--- src/rtl/sap_ctrl_pkg.sv ---
// Shared constants for the SAP-1 controller-sequencer: opcodes, control-word
// bit positions, fixed control words and the one-hot ring states.
package sap_ctrl_pkg;

    localparam logic [3:0] OP_LDA = 4'b0000;
    localparam logic [3:0] OP_ADD = 4'b0001;
    localparam logic [3:0] OP_SUB = 4'b0010;
    localparam logic [3:0] OP_OUT = 4'b1110;
    localparam logic [3:0] OP_HLT = 4'b1111;

    // Bit positions within con = {Cp,Ep,nLm,nCE,nLi,nEi,nLa,Ea,Su,Eu,nLb,nLo}
    localparam int CON_CP  = 11;
    localparam int CON_EP  = 10;
    localparam int CON_NLM = 9;
    localparam int CON_NCE = 8;
    localparam int CON_NLI = 7;
    localparam int CON_NEI = 6;
    localparam int CON_NLA = 5;
    localparam int CON_EA  = 4;
    localparam int CON_SU  = 3;
    localparam int CON_EU  = 2;
    localparam int CON_NLB = 1;
    localparam int CON_NLO = 0;

    localparam logic [11:0] CON_NOP      = 12'h3E3;
    localparam logic [11:0] CON_FETCH1   = 12'h5E3;
    localparam logic [11:0] CON_FETCH2   = 12'hBE3;
    localparam logic [11:0] CON_FETCH3   = 12'h263;
    localparam logic [11:0] CON_ADDR_OUT = 12'h1A3;
    localparam logic [11:0] CON_LDA_T5   = 12'h2C3;
    localparam logic [11:0] CON_LDB_T5   = 12'h2E1;
    localparam logic [11:0] CON_ADD_T6   = 12'h3C7;
    localparam logic [11:0] CON_SUB_T6   = 12'h3CF;
    localparam logic [11:0] CON_OUT_T4   = 12'h3F2;

    localparam logic [5:0] T1 = 6'b000001;
    localparam logic [5:0] T2 = 6'b000010;
    localparam logic [5:0] T3 = 6'b000100;
    localparam logic [5:0] T4 = 6'b001000;
    localparam logic [5:0] T5 = 6'b010000;
    localparam logic [5:0] T6 = 6'b100000;

    function automatic logic is_onehot6(input logic [5:0] v);
        logic [2:0] cnt;
        cnt = 3'd0;
        for (int i = 0; i < 6; i++) begin
            cnt = cnt + {2'b00, v[i]};
        end
        return (cnt == 3'd1);
    endfunction

endpackage

--- src/rtl/sap_ring_counter.sv ---
// Falling-edge one-hot T1..T6 ring counter with async clear, hold and
// recovery of any non-one-hot state back to T1.
module sap_ring_counter
    import sap_ctrl_pkg::*;
(
    input  logic       clk,
    input  logic       clr,
    input  logic       hold,
    output logic [5:0] t_state
);

    logic [5:0] ring_r;

    // Ring register: recovery beats hold so a corrupted state never sticks
    always_ff @(negedge clk or posedge clr) begin
        if (clr) begin
            ring_r <= T1;
        end else if (!is_onehot6(ring_r)) begin
            ring_r <= T1;
        end else if (hold) begin
            ring_r <= ring_r;
        end else begin
            ring_r <= {ring_r[4:0], ring_r[5]};
        end
    end

    assign t_state = ring_r;

endmodule

--- src/rtl/sap_controller_sequencer.sv ---
// SAP-1 controller-sequencer: ring counter plus opcode decode into the 12-bit
// control word. Define SAP_SINGLE_STEP_EN to add the single-step input.
module sap_controller_sequencer
    import sap_ctrl_pkg::*;
#(
    parameter int OP_WIDTH = 4
) (
    input  logic                clk,
    input  logic                clr,
`ifdef SAP_SINGLE_STEP_EN
    input  logic                step,
`endif
    input  logic [OP_WIDTH-1:0] opcode,
    output logic [11:0]         con,
    output logic [5:0]          t_state,
    output logic                halted
);

    logic       halted_r;
    logic       advance_en_s;
    logic       hlt_at_t4_s;
    logic       hold_s;
    logic [11:0] con_s;

`ifdef SAP_SINGLE_STEP_EN
    assign advance_en_s = step;
`else
    assign advance_en_s = 1'b1;
`endif

    assign hlt_at_t4_s = (t_state == T4) && (opcode == OP_WIDTH'(OP_HLT));
    // Holding on HLT in T4 keeps the ring parked there as halted rises
    assign hold_s      = halted_r || hlt_at_t4_s || !advance_en_s;

    sap_ring_counter u_ring (
        .clk     (clk),
        .clr     (clr),
        .hold    (hold_s),
        .t_state (t_state)
    );

    // Halt flag: set on the advancing falling edge that ends an HLT T4
    always_ff @(negedge clk or posedge clr) begin
        if (clr) begin
            halted_r <= 1'b0;
        end else if (hlt_at_t4_s && advance_en_s) begin
            halted_r <= 1'b1;
        end else begin
            halted_r <= halted_r;
        end
    end

    // Control-word decode from ring state and opcode
    always_comb begin
        con_s = CON_NOP;
        if (clr || halted_r) begin
            con_s = CON_NOP;
        end else begin
            case (t_state)
                T1: con_s = CON_FETCH1;
                T2: con_s = CON_FETCH2;
                T3: con_s = CON_FETCH3;
                T4: begin
                    if (opcode == OP_WIDTH'(OP_LDA) || opcode == OP_WIDTH'(OP_ADD) ||
                        opcode == OP_WIDTH'(OP_SUB)) begin
                        con_s = CON_ADDR_OUT;
                    end else if (opcode == OP_WIDTH'(OP_OUT)) begin
                        con_s = CON_OUT_T4;
                    end else begin
                        con_s = CON_NOP;
                    end
                end
                T5: begin
                    if (opcode == OP_WIDTH'(OP_LDA)) begin
                        con_s = CON_LDA_T5;
                    end else if (opcode == OP_WIDTH'(OP_ADD) || opcode == OP_WIDTH'(OP_SUB)) begin
                        con_s = CON_LDB_T5;
                    end else begin
                        con_s = CON_NOP;
                    end
                end
                T6: begin
                    if (opcode == OP_WIDTH'(OP_ADD)) begin
                        con_s = CON_ADD_T6;
                    end else if (opcode == OP_WIDTH'(OP_SUB)) begin
                        con_s = CON_SUB_T6;
                    end else begin
                        con_s = CON_NOP;
                    end
                end
                default: con_s = CON_NOP;
            endcase
        end
    end

    assign con    = con_s;
    assign halted = halted_r;

endmodule

--- config.mk ---
export PLATFORM = sky130hd
export DESIGN_NAME = sap_controller_sequencer
export DESIGN_NICKNAME = d
export VERILOG_FILES = /design/src/rtl/sap_ctrl_pkg.sv /design/src/rtl/sap_ring_counter.sv /design/src/rtl/sap_controller_sequencer.sv
export SDC_FILE = /design/constraint.sdc
export NUM_CORES = 1
export LEC_CHECK = 0
export CAP_MARGIN = 10
export CORE_MARGIN = 5
export CORE_UTILIZATION = 40
export CTS_BUF_LIST = sky130_fd_sc_hd__clkbuf_8
export DETAILED_ROUTE_END_ITERATION = 12
export PLACE_DENSITY_LB_ADDON = 0.12
export SYNTH_ARGS = -nofsm -noshare
export SYNTH_HDL_FRONTEND = slang
export SYNTH_SLANG_ARGS = --single-unit
export TNS_END_PERCENT = 50
--- constraint.sdc ---
create_clock -name clk -period 4.5 [get_ports clk]
set_input_delay 1.35 -clock clk [delete_from_list [all_inputs] [get_ports clk]]
set_output_delay 1.35 -clock clk [all_outputs]
set_load 0.005 [all_outputs]
==> results of run 1 <==
-- layer usage --
| layer | global-route usage, % | up-vias | wire (um) |
|---|---|---|---|
| met5 | 0 | - | 0 |
| met4 | 20.7 | 0 | 516 |
| met3 | 3.02 | 54 | 443 |
| met2 | 43.7 | 136 | 2370 |
| met1 | 26.7 | 624 | 1780 |
| li1 | - | 524 | - |
-- worst paths after layout --
kind,slack (ns),start,cells past startpoint,endpoint
setup reg to reg,1.18,u_ring.t_state[2]$_DFFE_NP0P_,11,u_ring.t_state[0]$_DFFE_NP1P_
max in group asynchronous,0.57,clr,3,u_ring.t_state[0]$_DFFE_NP1P_
hold / removal,0.67,u_ring.t_state[1]$_DFFE_NP0P_,3,u_ring.t_state[1]$_DFFE_NP0P_
min in group asynchronous,3.67,clr,3,u_ring.t_state[2]$_DFFE_NP0P_
hold reg to reg,0.67,u_ring.t_state[1]$_DFFE_NP0P_,3,u_ring.t_state[1]$_DFFE_NP0P_
setup / recovery,-1.07,u_ring.t_state[0]$_DFFE_NP1P_,8,con[9]
-- logic make-up after synthesis --
| logic type | after synthesis | synth area share [%] |
|---|---|---|
| mux | 3 | 3.53 |
| simple gates | 42 | 30.7 |
| xor+xnor | 3 | 3.09 |
| flops | 7 | 20.7 |
| fa+ha+maj | 7 | 12.9 |
| compound gates | 19 | 17.5 |
| buf+inv | 18 | 11.5 |
-- sequential cells by signal (all words and copies together) (netlist names) --
name,cells
halted,1
u_ring.t_state,6
-- power by group through the flow --
stage / clock network, uW / registers, uW / logic, uW
2_1_floorplan: 2.78 / 64.6 / 5.81
3_3_place_gp: 2.78 / 64.6 / 17.9
3_5_place_dp: 2.78 / 64.6 / 18.1
4_1_cts: 93.7 / 63.8 / 18.4
5_1_grt: 99.2 / 63.7 / 23.2
6_report: 93.8 / 63.8 / 22.5
-- layout make-up --
type                       instances  area, um2  share of cell area, %
clock buffer                       3       41.3                   2.23
clock inverter                     2       7.51                  0.406
inverter                          11       41.3                   2.23
multi-input combinational         74        786                   42.5
sequential                         7        176                   9.55
tap                               27       33.8                   1.83
timing repair buffer              85        762                   41.2
-- cells in the final DEF, fill, tap and decap left out, types with 4 or more instances in the layout --
cell type                       Yosys  layout
sky130_fd_sc_hd__o21ai_0            6       4
sky130_fd_sc_hd__inv_1             12      10
sky130_fd_sc_hd__buf_2              0       9
sky130_fd_sc_hd__nand2_1            8       5
sky130_fd_sc_hd__nor2_1             9       6
sky130_fd_sc_hd__dfrtn_1            6       6
sky130_fd_sc_hd__dlygate4sd2_1      0       4
sky130_fd_sc_hd__buf_4              2      35
sky130_fd_sc_hd__buf_6              3      35
-- timing repair --
| item | 4_1_cts | 5_1_grt |
|---|---|---|
| pin swaps | 13 | 15 |
| hold endpoints to repair | 0 | 0 |
| setup buffers | 25 | 5 |
| setup endpoints to repair | 25 | 21 |
| gates resized for setup | 117 | 40 |
-- worst min-delay path, delay by kind of cell, from the launching register on --
kind,cells,cell delay (ns)
flip-flops,1,0.43
multiplexers,1,0.07
AND/OR/NAND/NOR,1,0.10
buffers and inverters,1,0.14
-- through the flow --
stage / setup TNS [ns] / power (uW)
floorplan: -4.00 / 73.2
global placement: -13.92 / 85.3
detailed placement: -14.35 / 85.5
CTS: -10.50 / 176
global route: -12.25 / 186
finish: -11.34 / 180
==> report_table.html, run 1 <==
<table>
<tr><th>Metric</th><th>Value</th></tr>
<tr><th colspan="2">Status</th></tr>
<tr><td>Result of the run</td><td>finished, violations left</td></tr>
<tr><td>Failing checks</td><td>negative setup slack</td></tr>
<tr><th colspan="2">Pwr</th></tr>
<tr><td>Flop pwr share</td><td>35.4%</td></tr>
<tr><td>Switching part of the total</td><td>25.7%</td></tr>
<tr><td>Logic pwr share</td><td>about an eighth</td></tr>
<tr><td>Cell leakage power</td><td>0.000886 uW</td></tr>
<tr><td>Clock Power Share</td><td>52.1%</td></tr>
<tr><td>Reported net switching power</td><td>46.2 uW</td></tr>
<tr><td>Internal</td><td>about 130 uW</td></tr>
<tr><td>Cell Pwr Density</td><td>approximately 97 mW/mm2</td></tr>
<tr><td>Max VDD drop</td><td>around 280 uV</td></tr>
<tr><th colspan="2">Synthesis</th></tr>
<tr><td>Top-area cell type share of the netlist area</td><td>between 15 and 20%</td></tr>
<tr><td>Share of async-settable or async-resettable flops after synthesis</td><td>between 90% and 100%</td></tr>
<tr><td>Commonest cells post-synth</td><td>12 x sky130_fd_sc_hd__inv_1, 9 x sky130_fd_sc_hd__nor2_1, 8 x sky130_fd_sc_hd__nand2_1, 6 x sky130_fd_sc_hd__dfrtn_1, 6 x sky130_fd_sc_hd__o21ai_0</td></tr>
<tr><td>Net count after synthesis</td><td>around 110</td></tr>
<tr><td>Cell area after synthesis</td><td>about 850 um2</td></tr>
<tr><td>Avg Cell Area, Syn</td><td>8.59 um2</td></tr>
<tr><td>Number of library cell types mapped by synthesis</td><td>40</td></tr>
<tr><td>Post-synthesis sequential area ratio</td><td>20.7%</td></tr>
<tr><td>Library cell with the highest instance count after synthesis</td><td>sky130_fd_sc_hd__inv_1</td></tr>
<tr><td>Area contributors post-synth</td><td>sky130_fd_sc_hd__dfrtn_1 18%, sky130_fd_sc_hd__fa_1 7.1%, sky130_fd_sc_hd__ha_1 5.9%, sky130_fd_sc_hd__inv_1 5.3%, sky130_fd_sc_hd__nor2_1 4.0%</td></tr>
<tr><td>Number of flops mapped to enable cells by yosys</td><td>0</td></tr>
<tr><td>Flip-flop and latch count after synthesis</td><td>7</td></tr>
<tr><td>Prevailing post-synth register cell</td><td>sky130_fd_sc_hd__dfrtn_1</td></tr>
<tr><td>Leading area contributor after synthesis</td><td>sky130_fd_sc_hd__dfrtn_1</td></tr>
<tr><td>Cell count after synthesis</td><td>99</td></tr>
<tr><td>Synth warn</td><td>0</td></tr>
<tr><th colspan="2">Final layout</th></tr>
<tr><td>Area added between synthesis and finish</td><td>117%</td></tr>
<tr><td>Final non-filler cell total</td><td>209</td></tr>
<tr><td>Number of diodes added for antenna fixing</td><td>0</td></tr>
<tr><td>Area of all placed cells without fillers</td><td>0.00185 mm2</td></tr>
<tr><td>Filler cell count in the final layout</td><td>74</td></tr>
<tr><td>Share of post-route cells with drive strength above 1</td><td>about two thirds</td></tr>
<tr><td>Final cell utilization of the core</td><td>roughly 92%</td></tr>
<tr><td>Nets</td><td>196</td></tr>
<tr><th colspan="2">Clock network</th></tr>
<tr><td>H-tree Lvls</td><td>1</td></tr>
<tr><td>Number of buffers created by CTS</td><td>3</td></tr>
<tr><td>Clock tree sinks</td><td>7</td></tr>
<tr><td>Clock latency on the worst-skew pair</td><td>about 0.31 ns</td></tr>
<tr><td>Root Buffer</td><td>sky130_fd_sc_hd__clkbuf_8</td></tr>
<tr><td>Buffer levels on the longest clock path</td><td>2</td></tr>
<tr><td>Hold-fix buffers at CTS</td><td>0</td></tr>
<tr><td>CTS tree</td><td>done</td></tr>
<tr><td>Clk slew on worst S/H paths</td><td>0.05 ns</td></tr>
<tr><th colspan="2">Timing</th></tr>
<tr><td>Final-report setup violation count</td><td>21</td></tr>
<tr><td>Hold slack final</td><td>between 0.6 and 0.7 ns</td></tr>
<tr><td>Unrepaired setup endpoints after global routing</td><td>true</td></tr>
<tr><td>Headroom to the max-slew limit</td><td>between 50 and 60%</td></tr>
<tr><td>Skew final</td><td>roughly 0.057 ns</td></tr>
<tr><td>Final worst slack</td><td>-1.07 ns</td></tr>
<tr><td>Transition time at the pin with the least slew margin</td><td>0.710 ns</td></tr>
<tr><td>Max-slew violation total from the final report</td><td>0</td></tr>
<tr><td>Hold Fails Final Rpt</td><td>0</td></tr>
<tr><th colspan="2">Route</th></tr>
<tr><td>Remaining antenna violation count</td><td>0</td></tr>
<tr><td>Detailed-route DRC error count</td><td>0</td></tr>
<tr><td>Total Routed Length</td><td>just over 5000 um</td></tr>
<tr><td>Post-DR wirelength/cell</td><td>24.4 um</td></tr>
<tr><td>Number of iterations in the first detailed-routing pass</td><td>4</td></tr>
<tr><td>Total number of vias</td><td>1338</td></tr>
<tr><td>Average via count per standard cell</td><td>around 6.4</td></tr>
<tr><td>Number of DRC markers after the initial detailed-route iteration</td><td>64</td></tr>
<tr><th colspan="2">Worst setup path</th></tr>
<tr><td>Required @ worst endpoint</td><td>approximately 3.2 ns</td></tr>
<tr><td>Largest delay share family, worst path</td><td>flip-flops</td></tr>
<tr><td>Crit path buffers/inverters</td><td>4</td></tr>
<tr><td>Startpoint class of the critical path</td><td>flop</td></tr>
<tr><td>Cell with the largest stage delay on the worst path</td><td>sky130_fd_sc_hd__dfstp_2</td></tr>
<tr><td>Chain of cells forming the critical path</td><td>inv_2, ha_4, buf_6, o2111a_2, nor3_4, buf_4, o211ai_1, buf_2</td></tr>
<tr><td>Arrival time of data at the critical path endpoint</td><td>4.22 ns</td></tr>
<tr><td>Setup CP Type</td><td>reg2out</td></tr>
<tr><td>Highest fanout seen on the critical path</td><td>4</td></tr>
<tr><td>Highest cell delay on the worst timing path</td><td>0.55 ns</td></tr>
<tr><td>Endpoint kind of the worst setup timing path</td><td>output port</td></tr>
<tr><th colspan="2">Die</th></tr>
<tr><td>Die area</td><td>around 0.0031 mm2</td></tr>
<tr><td>Area of the placeable core</td><td>between 0.002 and 0.0025 mm2</td></tr>
<tr><td>Width of the die</td><td>~56 um</td></tr>
<tr><td>Number of top-level pins</td><td>25</td></tr>
<tr><td>Initial standard-cell utilization of the core</td><td>42.5%</td></tr>
<tr><td>Standard-cell row count</td><td>16</td></tr>
<tr><td>Height of the chip</td><td>~56 um</td></tr>
<tr><th colspan="2">Global route</th></tr>
<tr><td>First-pass GRT wire length</td><td>slightly above 6000 um</td></tr>
<tr><td>Global Route Usage Sum</td><td>about 25%</td></tr>
<tr><td>Initial antenna violation count</td><td>0</td></tr>
<tr><td>Overall overflow remaining after global route</td><td>0</td></tr>
<tr><td>Maximum number of pins on one net before global-route repair</td><td>8</td></tr>
<tr><td>Vias in the first global route</td><td>1222</td></tr>
<tr><th colspan="2">Placement</th></tr>
<tr><td>Number of port buffers</td><td>24</td></tr>
<tr><td>Cell area after placement</td><td>0.00134 mm2</td></tr>
<tr><td>Worst slack at placement</td><td>-0.966 ns</td></tr>
<tr><td>Placer's final routability congestion estimate</td><td>about 0.86</td></tr>
<tr><td>Sum of net half-perimeters after detailed placement</td><td>a little under 2000 um</td></tr>
<tr><td>Cell count after placement</td><td>~180</td></tr>
<tr><th colspan="2">Min path</th></tr>
<tr><td>Kind of path behind the tightest hold check</td><td>reg2reg</td></tr>
<tr><th colspan="2">Run</th></tr>
<tr><td>Number of max-cap violations</td><td>0</td></tr>
</table>
No activity file was read; power rests on OpenSTA's default activity.
==> run 2: changes to the inputs <==
ABC_CLOCK_PERIOD_IN_PS = 4500   (was not set)
==> results of run 2 <==
Same layout as run 1: the final DEF is identical, and so are final timing and power.
==> run 3: changes to the inputs <==
CORE_UTILIZATION = 45   (was 40)
==> run 3 against run 2 <==
Effect of this change: the run now fails in global routing; area after synthesis stayed put; synthesized cell count unchanged.
==> report_table.html, run 3 <==
<table>
<tr><th>Metric</th><th>Value</th></tr>
<tr><th colspan="2">Status</th></tr>
<tr><td>Result of the run</td><td>stopped before the end</td></tr>
<tr><td>Error message</td><td>[ERROR DPL-0033] detailed placement checks failed during check placement.</td></tr>
<tr><td>Step where the flow halted</td><td>global routing</td></tr>
<tr><th colspan="2">Die</th></tr>
<tr><td>Standard-cell row count</td><td>15</td></tr>
<tr><td>Number of top-level pins</td><td>25</td></tr>
<tr><td>Initial standard-cell utilization of the core</td><td>between 40% and 50%</td></tr>
<tr><td>Height of the chip</td><td>53.5 um</td></tr>
<tr><td>Width of the die</td><td>roughly 53 um</td></tr>
<tr><th colspan="2">Global route</th></tr>
<tr><td>Maximum number of pins on one net before global-route repair</td><td>12</td></tr>
<tr><td>Initial antenna violation count</td><td>0</td></tr>
<tr><th colspan="2">Synthesis</th></tr>
<tr><td>Number of flops mapped to enable cells by yosys</td><td>0</td></tr>
<tr><td>Number of library cell types mapped by synthesis</td><td>40</td></tr>
<tr><td>Library cell with the highest instance count after synthesis</td><td>sky130_fd_sc_hd__inv_1</td></tr>
<tr><td>Net count after synthesis</td><td>112</td></tr>
<tr><td>Leading area contributor after synthesis</td><td>sky130_fd_sc_hd__dfrtn_1</td></tr>
<tr><td>Cell count after synthesis</td><td>99</td></tr>
<tr><td>Cell area after synthesis</td><td>between 800 and 900 um2</td></tr>
<tr><td>Avg Cell Area, Syn</td><td>between 8 and 9 um2</td></tr>
<tr><td>Synth warn</td><td>0</td></tr>
<tr><td>Post-synthesis sequential area ratio</td><td>about a fifth</td></tr>
<tr><td>Flip-flop and latch count after synthesis</td><td>7</td></tr>
<tr><td>Area contributors post-synth</td><td>sky130_fd_sc_hd__dfrtn_1 18%, sky130_fd_sc_hd__fa_1 7.1%, sky130_fd_sc_hd__ha_1 5.9%, sky130_fd_sc_hd__inv_1 5.3%, sky130_fd_sc_hd__nor2_1 4.0%</td></tr>
<tr><td>Share of async-settable or async-resettable flops after synthesis</td><td>100%</td></tr>
<tr><td>Top-area cell type share of the netlist area</td><td>~18%</td></tr>
<tr><td>Commonest cells post-synth</td><td>12 x sky130_fd_sc_hd__inv_1, 9 x sky130_fd_sc_hd__nor2_1, 8 x sky130_fd_sc_hd__nand2_1, 6 x sky130_fd_sc_hd__dfrtn_1, 6 x sky130_fd_sc_hd__o21ai_0</td></tr>
<tr><td>Prevailing post-synth register cell</td><td>sky130_fd_sc_hd__dfrtn_1</td></tr>
<tr><th colspan="2">Clock network</th></tr>
<tr><td>H-tree Lvls</td><td>1</td></tr>
<tr><td>Number of buffers created by CTS</td><td>3</td></tr>
<tr><td>Root Buffer</td><td>sky130_fd_sc_hd__clkbuf_8</td></tr>
<tr><td>Clock tree sinks</td><td>7</td></tr>
<tr><td>Buffer levels on the longest clock path</td><td>2</td></tr>
<tr><th colspan="2">Placement</th></tr>
<tr><td>Number of port buffers</td><td>24</td></tr>
<tr><td>Sum of net half-perimeters after detailed placement</td><td>2170 um</td></tr>
<tr><td>Cell area after placement</td><td>0.00136 mm2</td></tr>
<tr><td>Placer's final routability congestion estimate</td><td>between 0.8 and 0.9</td></tr>
<tr><td>Worst slack at placement</td><td>-0.979 ns</td></tr>
<tr><th colspan="2">Timing</th></tr>
<tr><td>Kind of pin the worst path terminates on</td><td>output port</td></tr>
<tr><td>Final worst endpoint reported by repair_timing after global routing</td><td>con[3]</td></tr>
</table>
run 3: cell counts after synthesis:
Identical to the previous run, type by type.
run 3: repair_timing:
action	CTS
pin swaps	20
setup endpoints to repair	25
setup buffers	11
hold buffers	0
gates resized for setup	123
run 3: cell families after synthesis:
family	after synthesis	share of synthesized area [%]
fa+ha+maj	7	12.9
flops	7	20.7
simple gates	42	30.7
mux	3	3.53
xor+xnor	3	3.09
compound gates	19	17.5
buf+inv	18	11.5
run 3: stage by stage:
step                      std cells  hold WS, ns
after floorplan                  99        0.567
after global placement          178        0.618
after detailed placement        178        0.643
after CTS                       193        0.650
==> run 4: changes to the inputs <==
CORE_AREA = 5 5 66 68   (was not set)
CORE_MARGIN = not set   (was 5)
CORE_UTILIZATION = not set   (was 45)
CTS_BUF_LIST = not set   (was sky130_fd_sc_hd__clkbuf_8)
DIE_AREA = 0 0 71 73   (was not set)
PLACE_DENSITY_LB_ADDON = 0.15   (was 0.12)
==> run 4 against run 3 <==
Effect of this change: the flow now finishes, with violations (negative setup slack).
==> report_table.html, run 4 (same netlist as run 1, synthesis figures left out) <==
<table>
<tr><th>Metric</th><th>Value</th></tr>
<tr><th colspan="2">Die</th></tr>
<tr><td>Height of the chip</td><td>roughly 73 um</td></tr>
<tr><td>Width of the die</td><td>just over 70 um</td></tr>
<tr><td>Die area</td><td>0.00518 mm2</td></tr>
<tr><td>Standard-cell row count</td><td>23</td></tr>
<tr><td>Number of top-level pins</td><td>25</td></tr>
<tr><td>Initial standard-cell utilization of the core</td><td>between 20% and 30%</td></tr>
<tr><td>Area of the placeable core</td><td>0.00380 mm2</td></tr>
<tr><th colspan="2">Global route</th></tr>
<tr><td>Vias in the first global route</td><td>approximately 1200</td></tr>
<tr><td>Global Route Usage Sum</td><td>13.8%</td></tr>
<tr><td>Overall overflow remaining after global route</td><td>0</td></tr>
<tr><td>Initial antenna violation count</td><td>0</td></tr>
<tr><td>First-pass GRT wire length</td><td>roughly 5700 um</td></tr>
<tr><td>Maximum number of pins on one net before global-route repair</td><td>8</td></tr>
<tr><th colspan="2">Min path</th></tr>
<tr><td>Kind of path behind the tightest hold check</td><td>reg2reg</td></tr>
<tr><th colspan="2">Pwr</th></tr>
<tr><td>Cell Pwr Density</td><td>about 100 mW/mm2</td></tr>
<tr><td>Cell leakage power</td><td>between 0.0008 and 0.0009 uW</td></tr>
<tr><td>Post-layout power</td><td>~180 uW</td></tr>
<tr><td>Max VDD drop</td><td>124 uV</td></tr>
<tr><th colspan="2">Route</th></tr>
<tr><td>Total number of vias</td><td>~1100</td></tr>
<tr><td>Total Routed Length</td><td>3410 um</td></tr>
<tr><td>Post-DR wirelength/cell</td><td>14.9 um</td></tr>
<tr><td>Remaining antenna violation count</td><td>0</td></tr>
<tr><td>Average via count per standard cell</td><td>4.68</td></tr>
<tr><td>Number of DRC markers after the initial detailed-route iteration</td><td>30</td></tr>
<tr><td>Number of iterations in the first detailed-routing pass</td><td>4</td></tr>
<tr><td>Detailed-route DRC error count</td><td>0</td></tr>
<tr><th colspan="2">Timing</th></tr>
<tr><td>Max-slew violation total from the final report</td><td>0</td></tr>
<tr><td>Transition time at the pin with the least slew margin</td><td>around 0.45 ns</td></tr>
<tr><td>Hold Fails Final Rpt</td><td>0</td></tr>
<tr><td>Final-report setup violation count</td><td>19</td></tr>
<tr><td>Unrepaired setup endpoints after global routing</td><td>true</td></tr>
<tr><td>Skew final</td><td>approximately 0.04 ns</td></tr>
<tr><td>Headroom to the max-slew limit</td><td>between 60% and 70%</td></tr>
<tr><td>Final worst slack</td><td>-0.949 ns</td></tr>
<tr><th colspan="2">Worst setup path</th></tr>
<tr><td>Origin of the worst setup path</td><td>u_ring.t_state[5]$_DFFE_NP0P_</td></tr>
<tr><td>Highest cell delay on the worst timing path</td><td>roughly 0.55 ns</td></tr>
<tr><td>Worst-case reg-to-reg path depth</td><td>9</td></tr>
<tr><td>Chain of cells forming the critical path</td><td>buf_6, inv_4, or4_4, nor3b_2, buf_2</td></tr>
<tr><td>CP Capture Point</td><td>con[3]</td></tr>
<tr><td>Setup slack of the most critical reg-to-reg path</td><td>between 1 and 1.5 ns</td></tr>
<tr><td>Highest fanout seen on the critical path</td><td>4</td></tr>
<tr><td>Launch point of the worst reg-to-reg path</td><td>u_ring.t_state[2]$_DFFE_NP0P_</td></tr>
<tr><td>Startpoint class of the critical path</td><td>flop</td></tr>
<tr><td>Cell with the largest stage delay on the worst path</td><td>sky130_fd_sc_hd__dfrtn_1</td></tr>
<tr><td>Endpoint kind of the worst setup timing path</td><td>output port</td></tr>
<tr><td>Required @ worst endpoint</td><td>between 3 and 4 ns</td></tr>
<tr><td>Worst flop-to-flop path endpoint</td><td>u_ring.t_state[0]$_DFFE_NP1P_</td></tr>
<tr><td>Arrival time of data at the critical path endpoint</td><td>4.10 ns</td></tr>
<tr><td>Setup CP Type</td><td>reg2out</td></tr>
<tr><th colspan="2">Clock network</th></tr>
<tr><td>Clock tree sinks</td><td>7</td></tr>
<tr><td>Root Buffer</td><td>sky130_fd_sc_hd__clkbuf_8</td></tr>
<tr><td>CTS tree</td><td>done</td></tr>
<tr><td>Number of buffers created by CTS</td><td>3</td></tr>
<tr><td>Hold-fix buffers at CTS</td><td>0</td></tr>
<tr><td>Buffer levels on the longest clock path</td><td>2</td></tr>
<tr><td>H-tree Lvls</td><td>1</td></tr>
<tr><td>Clk slew on worst S/H paths</td><td>0.03 ns</td></tr>
<tr><td>Clock latency on the worst-skew pair</td><td>between 0.2 and 0.3 ns</td></tr>
<tr><th colspan="2">Final layout</th></tr>
<tr><td>Most common cell after layout, fill and taps aside</td><td>sky130_fd_sc_hd__buf_4</td></tr>
<tr><td>Nets</td><td>193</td></tr>
<tr><td>Number of diodes added for antenna fixing</td><td>0</td></tr>
<tr><td>Most frequent cells in the layout</td><td>39 x sky130_fd_sc_hd__buf_4, 25 x sky130_fd_sc_hd__buf_6, 8 x sky130_fd_sc_hd__nand2_1</td></tr>
<tr><td>Area added between synthesis and finish</td><td>108%</td></tr>
<tr><td>Final cell utilization of the core</td><td>46.5%</td></tr>
<tr><td>Share of post-route cells with drive strength above 1</td><td>between 60 and 70%</td></tr>
<tr><td>Max FFs per register</td><td>6</td></tr>
<tr><th colspan="2">Placement</th></tr>
<tr><td>Sum of net half-perimeters after detailed placement</td><td>between 2000 and 2500 um</td></tr>
<tr><td>Number of port buffers</td><td>24</td></tr>
<tr><td>Worst slack at placement</td><td>-1.02 ns</td></tr>
<tr><td>Placer's final routability congestion estimate</td><td>between 0.7 and 0.8</td></tr>
<tr><th colspan="2">Status</th></tr>
<tr><td>Failing checks</td><td>negative setup slack</td></tr>
<tr><td>Result of the run</td><td>finished, violations left</td></tr>
<tr><th colspan="2">Run</th></tr>
<tr><td>Number of max-cap violations</td><td>0</td></tr>
</table>
-- run 4: routing by layer --
layer	vias up	GRT usage [%]	wire length (um)
met5	-	0	0
met2	33	26.6	1790
met1	514	15.5	1410
met3	9	2.07	142
met4	0	4.38	74
li1	515	-	-
-- run 4: final cells by class --
type	count	area, um2
multi-input combinational	74	716
clock inverter	1	3.75
tap	50	62.6
clock buffer	4	45.0
fill	388	2030
timing repair buffer	82	719
inverter	11	43.8
sequential	7	176
-- run 4: worst min-delay path by stage --
stage | startpoint | to | slack [ns] | cells past startpoint
6_report | halted$_DFFE_NP0P_ | u_ring.t_state[5]$_DFFE_NP0P_ | 0.65 | 3
4_1_cts | halted$_DFFE_NP0P_ | u_ring.t_state[5]$_DFFE_NP0P_ | 0.65 | 3
2_1_floorplan | halted$_DFFE_NP0P_ | u_ring.t_state[5]$_DFFE_NP0P_ | 0.57 | 2
3_5_place_dp | u_ring.t_state[1]$_DFFE_NP0P_ | u_ring.t_state[1]$_DFFE_NP0P_ | 0.64 | 3
5_1_grt | halted$_DFFE_NP0P_ | u_ring.t_state[5]$_DFFE_NP0P_ | 0.68 | 3
3_3_place_gp | u_ring.t_state[1]$_DFFE_NP0P_ | u_ring.t_state[1]$_DFFE_NP0P_ | 0.66 | 3
-- run 4: power breakdown --
part           switching [uW]  leakage, uW  internal [uW]
logic                    10.4     0.000695           9.87
clock network            32.4    0.0000281           62.8
registers               0.127    0.0000891           63.7
total                    43.0     0.000812            136
-- run 4: worst max-delay path: cells and delay by family (launching register included) --
family                 cells  cell delay, ns
flip-flops                 1            0.55
AND/OR/NAND/NOR            2            0.72
buffers and inverters      3            0.32
-- run 4: stage by stage --
| step | instances | area [um2] | hold WS (ns) | setup TNS [ns] |
|---|---|---|---|---|
| floorplan | 99 | 876 | 0.567 | -4.00 |
| global placement | 207 | 1420 | 0.658 | -14.19 |
| detailed placement | 207 | 1420 | 0.643 | -14.11 |
| CTS | 225 | 1680 | 0.653 | -10.92 |
| global route | 229 | 1770 | 0.681 | -13.20 |
| finish | 229 | 1770 | 0.649 | -11.89 |
-- run 4: what timing repair did --
item	4_1_cts	5_1_grt
resized for setup	104	17
pin swaps	13	7
setup endpoints to repair	24	20
setup buffers	16	4
